File: config.mk
export PLATFORM = sky130hd
export DESIGN_NAME = serial_receiver
export DESIGN_NICKNAME = d
export VERILOG_FILES = /design/src/rtl/serial_pkg.sv /design/src/rtl/serial_rx_buffer.sv /design/src/rtl/serial_receiver.sv
export SDC_FILE = /design/constraint.sdc
export NUM_CORES = 1
export LEC_CHECK = 0
export ABC_AREA = 1
export BUFFER_PORTS_ARGS = -buffer_cell sky130_fd_sc_hd__buf_2
export CAP_MARGIN = 5
export CORE_ASPECT_RATIO = 0.6
export CORE_UTILIZATION = 40
export CTS_CLUSTER_SIZE = 28
export DETAILED_ROUTE_END_ITERATION = 12
export REMOVE_ABC_BUFFERS = 1
export SYNTH_ARGS = -nofsm -noshare
export SYNTH_HDL_FRONTEND = slang
export SYNTH_HIERARCHICAL = 1
export SYNTH_SLANG_ARGS = --single-unit
File: constraint.sdc
create_clock -name Clk -period 1.26 [get_ports Clk]
set_clock_uncertainty 0.2 [all_clocks]
set_input_delay 0.126 -clock Clk [delete_from_list [all_inputs] [get_ports Clk]]
set_output_delay 0.126 -clock Clk [all_outputs]
set_load 0.02 [all_outputs]
File: src/rtl/serial_pkg.sv
// rtl/serial_pkg.sv - shared types and helpers for the serial link (receiver and transmitter).
package serial_pkg;

    localparam int SERIAL_WORD_W = 32;

    typedef enum logic [1:0] {
        IDLE   = 2'd0,
        SHIFT  = 2'd1,
        PARITY = 2'd2
    } rx_state_t;

    function automatic int beats_f(input int width, input int bits);
        return width / bits;
    endfunction

endpackage

File: src/rtl/serial_rx_buffer.sv
// rtl/serial_rx_buffer.sv - one-deep valid/ready holding register with overrun detection.
module serial_rx_buffer
#(
    parameter int WIDTH = 32
) (
    input  logic             Clk,
    input  logic             Reset,
    input  logic             i_load,
    input  logic [WIDTH-1:0] i_data,
    input  logic             i_ready,
    output logic [WIDTH-1:0] o_data,
    output logic             o_valid,
    output logic             o_overrun
);

    logic [WIDTH-1:0] r_data;
    logic             r_valid;
    logic             r_overrun;

    always_ff @(posedge Clk or posedge Reset) begin
        if (Reset) begin
            r_data    <= '0;
            r_valid   <= 1'b0;
            r_overrun <= 1'b0;
        end else begin
            r_overrun <= 1'b0;
            if (i_load) begin
                // A word accepted on the same edge frees the slot, so no bubble.
                if (!r_valid || i_ready) begin
                    r_data  <= i_data;
                    r_valid <= 1'b1;
                end else begin
                    r_overrun <= 1'b1;
                end
            end else if (r_valid && i_ready) begin
                r_valid <= 1'b0;
            end
        end
    end

    assign o_data    = r_data;
    assign o_valid   = r_valid;
    assign o_overrun = r_overrun;

endmodule

File: src/rtl/serial_receiver.sv
// rtl/serial_receiver.sv - LSB-first serial-to-parallel receive stage with one-deep output buffer.
// Optional trailing even-parity beat enabled by SERIAL_RX_PARITY_EN.
module serial_receiver
    import serial_pkg::*;
#(
    parameter int WIDTH = SERIAL_WORD_W,
    parameter int Bits  = 1
) (
    input  logic             Clk,
    input  logic             Reset,
    input  logic             SampleEn,
    input  logic             SerialValid,
    input  logic [Bits-1:0]  SerialIn,
    input  logic             DataReady,
    output logic [WIDTH-1:0] DataOut,
    output logic             DataValid,
    output logic             RxBusy,
    output logic             FrameErr,
`ifdef SERIAL_RX_PARITY_EN
    output logic             ParityErr,
`endif
    output logic             Overrun
);

    localparam int            BEATS = beats_f(WIDTH, Bits);
    localparam int            CW    = $clog2(BEATS + 1);
    localparam logic [CW-1:0] LAST  = CW'(BEATS - 1);

    if (WIDTH % Bits != 0) begin : g_bad_bits
        $error("serial_receiver: Bits must divide WIDTH");
    end

    rx_state_t        r_state;
    logic [CW-1:0]    r_count;
    logic [WIDTH-1:0] r_shift;
    logic             r_busy;
    logic             r_frame_err;
    logic             r_done;
`ifdef SERIAL_RX_PARITY_EN
    logic             r_parity_err;
`endif

    logic             w_beat;
    logic             w_drop;
    logic [WIDTH-1:0] w_shift_next;

    assign w_beat = SampleEn && SerialValid;
    assign w_drop = SampleEn && !SerialValid;

    if (BEATS == 1) begin : g_one_beat
        assign w_shift_next = SerialIn;
    end else begin : g_multi_beat
        assign w_shift_next = {SerialIn, r_shift[WIDTH-1:Bits]};
    end

    always_ff @(posedge Clk or posedge Reset) begin
        if (Reset) begin
            r_state     <= IDLE;
            r_count     <= '0;
            r_shift     <= '0;
            r_busy      <= 1'b0;
            r_frame_err <= 1'b0;
            r_done      <= 1'b0;
`ifdef SERIAL_RX_PARITY_EN
            r_parity_err <= 1'b0;
`endif
        end else begin
            r_frame_err <= 1'b0;
            r_done      <= 1'b0;
`ifdef SERIAL_RX_PARITY_EN
            r_parity_err <= 1'b0;
`endif
            case (r_state)
                IDLE, SHIFT: begin
                    // r_count is always 0 in IDLE, so one path covers both states.
                    if (w_beat) begin
                        r_shift <= w_shift_next;
                        if (r_count == LAST) begin
                            r_count <= '0;
`ifdef SERIAL_RX_PARITY_EN
                            r_state <= PARITY;
                            r_busy  <= 1'b1;
`else
                            r_state <= IDLE;
                            r_busy  <= 1'b0;
                            r_done  <= 1'b1;
`endif
                        end else begin
                            r_count <= r_count + CW'(1);
                            r_busy  <= 1'b1;
                            r_state <= SHIFT;
                        end
                    end else if (w_drop && r_state == SHIFT) begin
                        r_frame_err <= 1'b1;
                        r_count     <= '0;
                        r_busy      <= 1'b0;
                        r_state     <= IDLE;
                    end
                end
`ifdef SERIAL_RX_PARITY_EN
                PARITY: begin
                    if (w_beat) begin
                        r_state <= IDLE;
                        r_busy  <= 1'b0;
                        if (SerialIn[0] == ^r_shift) r_done <= 1'b1;
                        else                         r_parity_err <= 1'b1;
                    end else if (w_drop) begin
                        r_frame_err <= 1'b1;
                        r_busy      <= 1'b0;
                        r_state     <= IDLE;
                    end
                end
`endif
                default: begin
                    r_state <= IDLE;
                    r_count <= '0;
                    r_busy  <= 1'b0;
                end
            endcase
        end
    end

    assign RxBusy   = r_busy;
    assign FrameErr = r_frame_err;
`ifdef SERIAL_RX_PARITY_EN
    assign ParityErr = r_parity_err;
`endif

    serial_rx_buffer #(
        .WIDTH (WIDTH)
    ) u_buffer (
        .Clk       (Clk),
        .Reset     (Reset),
        .i_load    (r_done),
        .i_data    (r_shift),
        .i_ready   (DataReady),
        .o_data    (DataOut),
        .o_valid   (DataValid),
        .o_overrun (Overrun)
    );

endmodule

==> results.txt, run 1 <==
----------------------------------------------------
[Critical path]
  Worst Reg-to-Reg Cells ... 6
  Sort of element at the end of the critical path ... register
  Arrival time at the worst endpoint ... around 1.3 ns
  Capturing point of the worst reg2reg path ... r_count[0]
  Required time worst endpoint ... 1.27 ns
  Reg-to-reg setup timing slack ... -0.02 ns
  Worst Path Max Fanout ... 3
  Start-to-end type of the worst setup path ... register to register
  Sort of element at the start of the critical path ... register
  FF-to-FF Start ... r_count[1]

[Floorplanning]
  Number of placement rows ... 24
  Number of I/O pins ... 42
  Area of the die ... 7980 sq um
  Width of the die ... 115 microns
  Die height ... roughly 70 microns
  Placeable core region ... 7330 sq um
  Initial cell density of the core ... roughly 42%

[Finish]
  Most common cell after layout, fill and taps aside ... nand2_1
  Net count of the finished layout ... 395
  Share of cells above drive strength 1 ... approximately 25%
  End-of-flow core utilization ... between 50% and 60%
  Top library cells by usage in the layout, fill and taps aside ... nand2_1 (161), dfrtp_1 (73), buf_2 (39), nand3_1 (32), nand2_2 (12)
  Area growth from synthesis to final layout ... 29.2%
  Count of inserted antenna diode cells ... 0

[Routing]
  DR vias ... 2343
  Met3 WL ... 290 microns
  Amount of wire on met2 after detailed routing ... 2.91 mm
  DRC violations left ... 0
  Via/cell ratio ... 4.72
  Average detailed-routed wire length per instance ... roughly 13 microns
  DR iter-0 viols ... 159
  Sum of routed wire length over all layers ... 6.62 mm
  Topmost layer with routed signal wires ... met4
  Antenna Violating Nets Remaining ... 0
  Met1 layer wirelength in the final routing ... between 3 and 4 mm
  First-pass iteration count of the detailed router ... 4

[Logic synthesis]
  Yosys warnings ... 6
  Count of flip-flops with a built-in enable after synthesis ... 0
  Post-synthesis cell count ... 330
  Share of cell area taken by muxes after synthesis ... 0%
  Mean post-synth cell area ... 9.23 sq um
  Top_reg_cell synth ... dfrtp_1
  Synth Area in Compound Gates ... 1.77%
  Post-synthesis async set-or-reset flop share ... between 90% and 100%
  Combinational family with the most area after synthesis ... simple AND/OR/NAND/NOR gates
  Synth Cell Area ... 3050 sq um
  XOR/XNOR Fraction of Synth Area ... less than 1%
  Basic-gate share of the synthesized area counting and, or, nand and nor cells ... between 30 and 40%
  Proportion of synthesized chip area in sequential cells ... 61.6%
  Number of distinct standard cells referenced by the synthesized netlist ... 22
  Adder-cell share of the synthesized area ... 0.411%
  Flip-flop and latch count after synthesis ... 75

[Clock tree]
  Number of buffers inserted during clock tree synthesis ... 9
  TritonCTS sink count ... 75
  Maximum clock path buffer count ... 2
  Buffer type at the clock tree root ... clkbuf_16
  CTS tree ... yes
  Clock input transition at the sequential cells of the worst setup and hold paths ... 0.06 ns
  CTS H-tree depth ... 3
  Source-to-sink clock delay at the later pin of the worst-skew pair ... around 0.33 ns

[Place]
  Count of port buffers added during placement ... approximately 40
  GP Congestion ... roughly 0.84
  Total half-perimeter wirelength after legalization and detailed placement ... 3.88 mm
  Dpl ws ... -0.0873 ns

[Timing]
  Period Utilization, post-route ... 102%
  Worst Tran Pin Value ... roughly 0.37 ns
  Finish-stage setup viols ... 2
  Minimum clock period after layout ... 1.28 ns
  Tightest slew margin relative to the limit ... 75.5%
  Number of hold violations in the final report ... 0
  Peak clock frequency supported by timing ... 0.779 GHz
  Number of pins exceeding their max-slew limit in the final report ... 0
  Setup repair after global routing missed its margin ... true
  Final worst setup slack ... -0.0238 ns

[Outcome]
  Violations in the final reports ... setup timing
  Outcome ... finished with violations

[Global routing]
  Initial antenna violation count ... 0
  Wire length of the first global-routing pass ... 10.9 mm
  Number of global-route vias before repair ... 2322
  Largest net degree at the start of global routing ... 35
  GRT Overall Usage ... 18.0%
  Total congestion overflow ... 0

[Job]
  Number of max-cap violations ... 0

[Power and ir drop]
  Lkg Pwr ... 0.00219 uW
  Maximum vdd drop ... about 0.62 mV
  Areal power density over the cells ... 1480 nW/um^2

[Hold path]
  Hold/Removal Path Class ... input port to register
  Hold Startpoint ... SerialValid
  Hold path cells ... 4
  Hold Path Sink ... r_count[4]

----------------------------------------------------
layer usage:
layer / vias up / GRT usage [%]
li1: 1152 / -
met1: 1120 / 24.4
met2: 60 / 27.2
met3: 11 / 6.03
met4: 0 / 6.06
met5: - / 0
where the power goes:
group	leakage, uW	switching [uW]	internal [uW]
Sequential	0.00103	140	2550
Combinational	0.00100	223	161
Clock	0.000156	947	1780
critical path, stage by stage (launching register included):
cell and delay (ns):
dfrtp_1 0.40, ha_4 0.18, nand3_4 0.10, nor2_4 0.13, nor2_4 0.05, nand2_1 0.06
o21ai_1 0.06
registers in the layout, indices dropped and copies added, names as in the netlist:
name	cells
r_done	1
FrameErr	1
u_buffer/o_overrun	1
u_buffer/o_valid	1
r_shift	32
r_count	6
u_buffer/o_data	32
RxBusy	1
cells by family after synthesis:
kind of cell,after synthesis
AND/OR/NAND/NOR,218
XOR/XNOR,1
AO/OA/AOI/OAI,9
flip-flops,75
adder cells (fa/ha/maj),1
buffers and inverters,26
final cells by class:
| type | count | area (sq um) |
|---|---|---|
| Fill cell | 695 | 3390 |
| Multi-Input combinational cell | 230 | 1090 |
| Clock inverter | 4 | 73.8 |
| Clock buffer | 11 | 243 |
| Inverter | 10 | 42.5 |
| Tap cell | 104 | 130 |
| Sequential cell | 75 | 1880 |
| Timing Repair Buffer | 62 | 473 |
timing repair:
item / 4_1_cts / 5_1_grt
setup buffers: 1 / 0
pin swaps: 2 / 7
gates resized for setup: 4 / 21
endpoints found under the hold margin: 79 / 0
endpoints found under the setup margin: 23 / 39
cloned: 0 / 3
hold buffers: 7 / 0
synthesized netlist by cell type, types with 2 or more instances:
library cell / number / area, sq um
dfrtp_1: 75 / 1880
nand2_1: 162 / 608
buf_4: 6 / 45.0
buf_6: 5 / 56.3
inv_1: 7 / 26.3
buf_2: 4 / 20.0
nand2_2: 11 / 68.8
nor2_1: 5 / 18.8
nand2_4: 3 / 33.8
o21ai_0: 5 / 25.0
nand3_1: 35 / 175
inv_2: 2 / 7.51
how the worst max path moves through the flow:
stage                     from                  to  slack, ns  cells past startpoint
floorplan               r_done  u_buffer/o_data[0]      -0.33                      3
CTS                 r_count[0]          r_count[0]      -0.04                      6
finish              r_count[1]          r_count[0]      -0.02                      6
detailed placement  r_count[0]          r_count[0]      -0.09                      6
global route        r_count[1]          r_count[0]       -0.1                      6
global placement    r_count[0]          r_count[5]      -0.05                      6
per-stage QoR:
stage	cells	hold slack [ns]	area [sq um]	total power (uW)	setup TNS, ns
after floorplan	314	-0.00759	2910	2910	-11.24
after global placement	471	-0.206	3370	3050	-0.104
after detailed placement	471	-0.206	3370	3070	-0.297
after CTS	494	0.00113	3790	5840	-0.0875
after global routing	496	0.0329	3940	6030	-0.350
final	496	0.0140	3940	5800	-0.0461
Note: power is estimated with default switching activity, not from simulation.
==> inputs of run 2 (changes only) <==
- CELL_PAD_IN_SITES_DETAIL_PLACEMENT: not set -> 2
- CELL_PAD_IN_SITES_GLOBAL_PLACEMENT: not set -> 2
- CORE_UTILIZATION: 40 -> 32
- PLACE_DENSITY_LB_ADDON: not set -> 0.1
- SKIP_CTS_REPAIR_TIMING: not set -> 1
- SYNTH_HIERARCHICAL: 1 -> not set
==> results.txt, run 2 <==
----------------------------------------------------
[Floorplanning]
  Number of placement rows ... 26 (+8.3%)
  Number of I/O pins ... 42 (unchanged)
  Area of the die ... 9540 sq um (+19%)
  Die height ... 76.0 microns (+9.3%)
  Initial cell density of the core ... 33.7% (-7.9 points)
  Width of the die ... 125 microns (+9.4%)
  Placeable core region ... 8690 sq um (+19%)

[Logic synthesis]
  Top_reg_cell synth ... dfrtp_1
  Dominant cell by count in the synthesized netlist ... nand2_1
  Mean post-synth cell area ... 9.81 sq um (+6.3%)
  Flip-flop and latch count after synthesis ... 75 (unchanged)
  Post-synthesis async set-or-reset flop share ... 100% (unchanged)
  Leading post-synthesis cells by cell area ... dfrtp_1 (64%), nand2_1 (11%), o21ai_0 (10%)
  Count of flip-flops with a built-in enable after synthesis ... 0 (unchanged)
  Synth Cell Area ... 2920 sq um (-4.0%)
  Number of distinct standard cells referenced by the synthesized netlist ... 20 (-9.1%)
  Area share of the largest cell type after synthesis ... 64.2% (+2.6 points)
  Top cell types by occurrence after synthesis ... nand2_1 (83), dfrtp_1 (75), o21ai_0 (59), inv_1 (39), o21ai_1 (9)
  Proportion of synthesized chip area in sequential cells ... 64.2% (+2.6 points)
  Yosys warnings ... 0 (-6)
  Post-synthesis cell count ... 298 (-9.7%)
  Largest area contributor in the netlist ... dfrtp_1

[Finish]
  Top library cells by usage in the layout, fill and taps aside ... dfrtp_1 (72), nand2_1 (63), inv_1 (37), buf_2 (36), o21ai_0 (35)
  End-of-flow core utilization ... 46.2% (-7.5 points)
  Share of cells above drive strength 1 ... 34.0% (+9.0 points)
  Count of inserted antenna diode cells ... 0 (unchanged)
  Layout fillers ... 918 (+32%)
  Area growth from synthesis to final layout ... 37.3%
  Area of all sequential standard cells ... 1880 sq um (about the same)
  Area of the multi-input gates ... 968 sq um (-11%)
  Post-Layout Cell Count ... 477 (-3.8%)
  Net count of the finished layout ... 367 (-7.1%)
  Most common cell after layout, fill and taps aside ... dfrtp_1

[Critical path]
  Arrival time at the worst endpoint ... 1.35 ns (+0.06 ns)
  Worst Path Max Fanout ... 3 (unchanged)
  Reg-to-reg setup timing slack ... -0.07 ns (-0.05 ns)
  FF-to-FF Start ... r_count[1]
  Cell mode on critical path ... nor2_4
  Worst setup endpoint ... r_count[0]
  Worst path cell trace ... ha_4 -> nand3_4 -> nor2_4 -> nor2_4 -> nand2_1 -> o21ai_1
  Worst Reg-to-Reg Cells ... 6 (unchanged)
  Start-to-end type of the worst setup path ... register to register
  Sort of element at the end of the critical path ... register
  Required time worst endpoint ... 1.28 ns (about the same)
  Startpoint of the worst setup timing path ... r_count[1]
  Slowest cell on the critical path ... dfrtp_1
  Crit path largest cell delay ... 0.40 ns (about the same)
  Sort of element at the start of the critical path ... register
  Capturing point of the worst reg2reg path ... r_count[0]

[Global routing]
  Number of global-route vias before repair ... 2311 (-0.47%)
  GRT Overall Usage ... 15.6% (-2.4 points)
  Total congestion overflow ... 0 (unchanged)
  Largest net degree at the start of global routing ... 76 (+120%)
  Initial antenna violation count ... 0 (unchanged)
  Wire length of the first global-routing pass ... 11.4 mm (+4.3%)

[Clock tree]
  Maximum clock path buffer count ... 2 (unchanged)
  Source-to-sink clock delay at the later pin of the worst-skew pair ... 0.33 ns (about the same)
  Buffer type at the clock tree root ... clkbuf_16
  TritonCTS sink count ... 75 (unchanged)
  Clock input transition at the sequential cells of the worst setup and hold paths ... 0.06 ns (about the same)
  Number of buffers inserted during clock tree synthesis ... 9 (unchanged)
  CTS tree ... yes
  CTS H-tree depth ... 3 (unchanged)

[Place]
  Post-Place Cells ... 447 (-5.1%)
  Total half-perimeter wirelength after legalization and detailed placement ... 4.17 mm (+7.4%)
  Count of port buffers added during placement ... 41 (unchanged)
  GP Congestion ... 0.750 (-11%)

[Outcome]
  Outcome ... finished with violations
  Violations in the final reports ... hold timing, setup timing

[Power and ir drop]
  Maximum vdd drop ... 0.646 mV (+4.9%)
  Areal power density over the cells ... 1550 nW/um^2 (+4.9%)
  Lkg Pwr ... 0.00192 uW (-12%)
  Power Internal ... 4610 uW (+2.7%)
  Clk pwr share ... 44.0% (-3.0 points)
  Sequential group share of total power ... 45.7% (-0.7 points)
  Overall power after layout ... 6210 uW (+7.0%)
  Sw frac ... 25.7% (+3.1 points)
  Combinational share of power ... 10.3% (+3.7 points)
  Switching Power ... 1600 uW (+22%)

[Timing]
  Number of hold violations in the final report ... 1 (+1)
  Number of pins exceeding their max-slew limit in the final report ... 0 (unchanged)
  Worst Tran Pin Value ... 0.422 ns (+0.0550 ns)
  Hold Worst Slack ... -0.0577 ns (-0.0717 ns)
  Minimum clock period after layout ... 1.33 ns (+0.0458 ns)
  Peak clock frequency supported by timing ... 0.752 GHz (-3.4%)
  Setup repair after global routing missed its margin ... true
  Finish-stage setup viols ... 12 (+10)
  Tightest slew margin relative to the limit ... 71.9% (-3.7 points)
  Post-route setup TNS ... -0.339 ns (-0.293 ns)
  Period Utilization, post-route ... 106% (+3.6 points)
  Final worst setup slack ... -0.0697 ns (-0.0458 ns)

[Routing]
  DRC violations left ... 0 (unchanged)
  DR iter-0 viols ... 72 (-55%)
  Average detailed-routed wire length per instance ... 17.1 microns (+28%)
  Via/cell ratio ... 4.60 (-2.6%)
  Antenna Violating Nets Remaining ... 0 (unchanged)
  Sum of routed wire length over all layers ... 8.15 mm (+23%)
  First-pass iteration count of the detailed router ... 6 (+2)
  DR vias ... 2194 (-6.4%)

[Hold path]
  Hold/Removal Path Class ... input port to register

[Job]
  Number of max-cap violations ... 0 (unchanged)

----------------------------------------------------
## run 2: cell count changes after synthesis, moves of 2 or more
cell | previous run | this run
nand2_4 | 3 | 1
nand2_1 | 162 | 83
o21ai_0 | 5 | 59
inv_1 | 7 | 39
buf_2 | 4 | 0
nand3_1 | 35 | 4
buf_6 | 5 | 7
nand2_2 | 11 | 2
o21ai_1 | 1 | 9
clkbuf_1 | 0 | 3
buf_4 | 6 | 3
## run 2: kinds of logic (layout without fill, tap and decap cells)
group	Yosys count	in the layout	share of synthesized area, %
flip-flops	75	75	64.2
buffers and inverters	53	119	8.99
AO/OA/AOI/OAI	70	70	12.2
AND/OR/NAND/NOR	99	100	14.2
adder cells (fa/ha/maj)	1	1	0.428
## run 2: power by group through the flow
stage | clock, uW | combinational [uW] | sequential [uW]
floorplan | 0 | 339 | 2850
detailed placement | 0 | 572 | 2850
global route | 2920 | 744 | 2870
global placement | 0 | 555 | 2840
CTS | 2810 | 587 | 2820
finish | 2730 | 641 | 2840
## run 2: per-stage QoR
step           cell area (sq um)  worst slack (ns)
2_1_floorplan               2810            -0.976
3_3_place_gp                3280           -0.0229
3_5_place_dp                3280           -0.0860
4_1_cts                     3590           -0.0991
5_1_grt                     4020            -0.137
6_report                    4020           -0.0697
## run 2: routing by layer
metal | GRT usage [%] | routed length [microns]
met1 | 19.8 | 3800
met2 | 24.7 | 3940
met3 | 6.18 | 337
met4 | 4.76 | 78
met5 | 0 | 0
## run 2: worst min path at each step
stage | cells past startpoint | from | to | slack (ns)
3_5_place_dp | 3 | Reset | u_buffer.o_data[24] | 0.05
4_1_cts | 3 | Reset | u_buffer.o_data[24] | -0.31
2_1_floorplan | 1 | SerialValid | FrameErr | -0.008
6_report | 4 | DataReady | u_buffer.o_valid | -0.06
5_1_grt | 4 | DataReady | u_buffer.o_valid | -0.04
3_3_place_gp | 3 | Reset | u_buffer.o_data[24] | 0.04
## run 2: final cells by class
type | instances | share of cell area [%]
flip-flops and latches | 75 | 46.8
clock buffers | 9 | 5.61
clock inverters | 7 | 2.31
repair buffers | 63 | 13.9
multi-input cells | 171 | 24.1
inverters | 40 | 3.77
well taps | 112 | 3.49
## run 2: worst max-delay path, delay by kind of cell, from the launching register on
kind | cells | cell delay (ns)
DFF | 1 | 0.40
and+or+nand+nor | 4 | 0.37
adders and majority gates | 1 | 0.18
AOI/OAI and AO/OA | 1 | 0.06
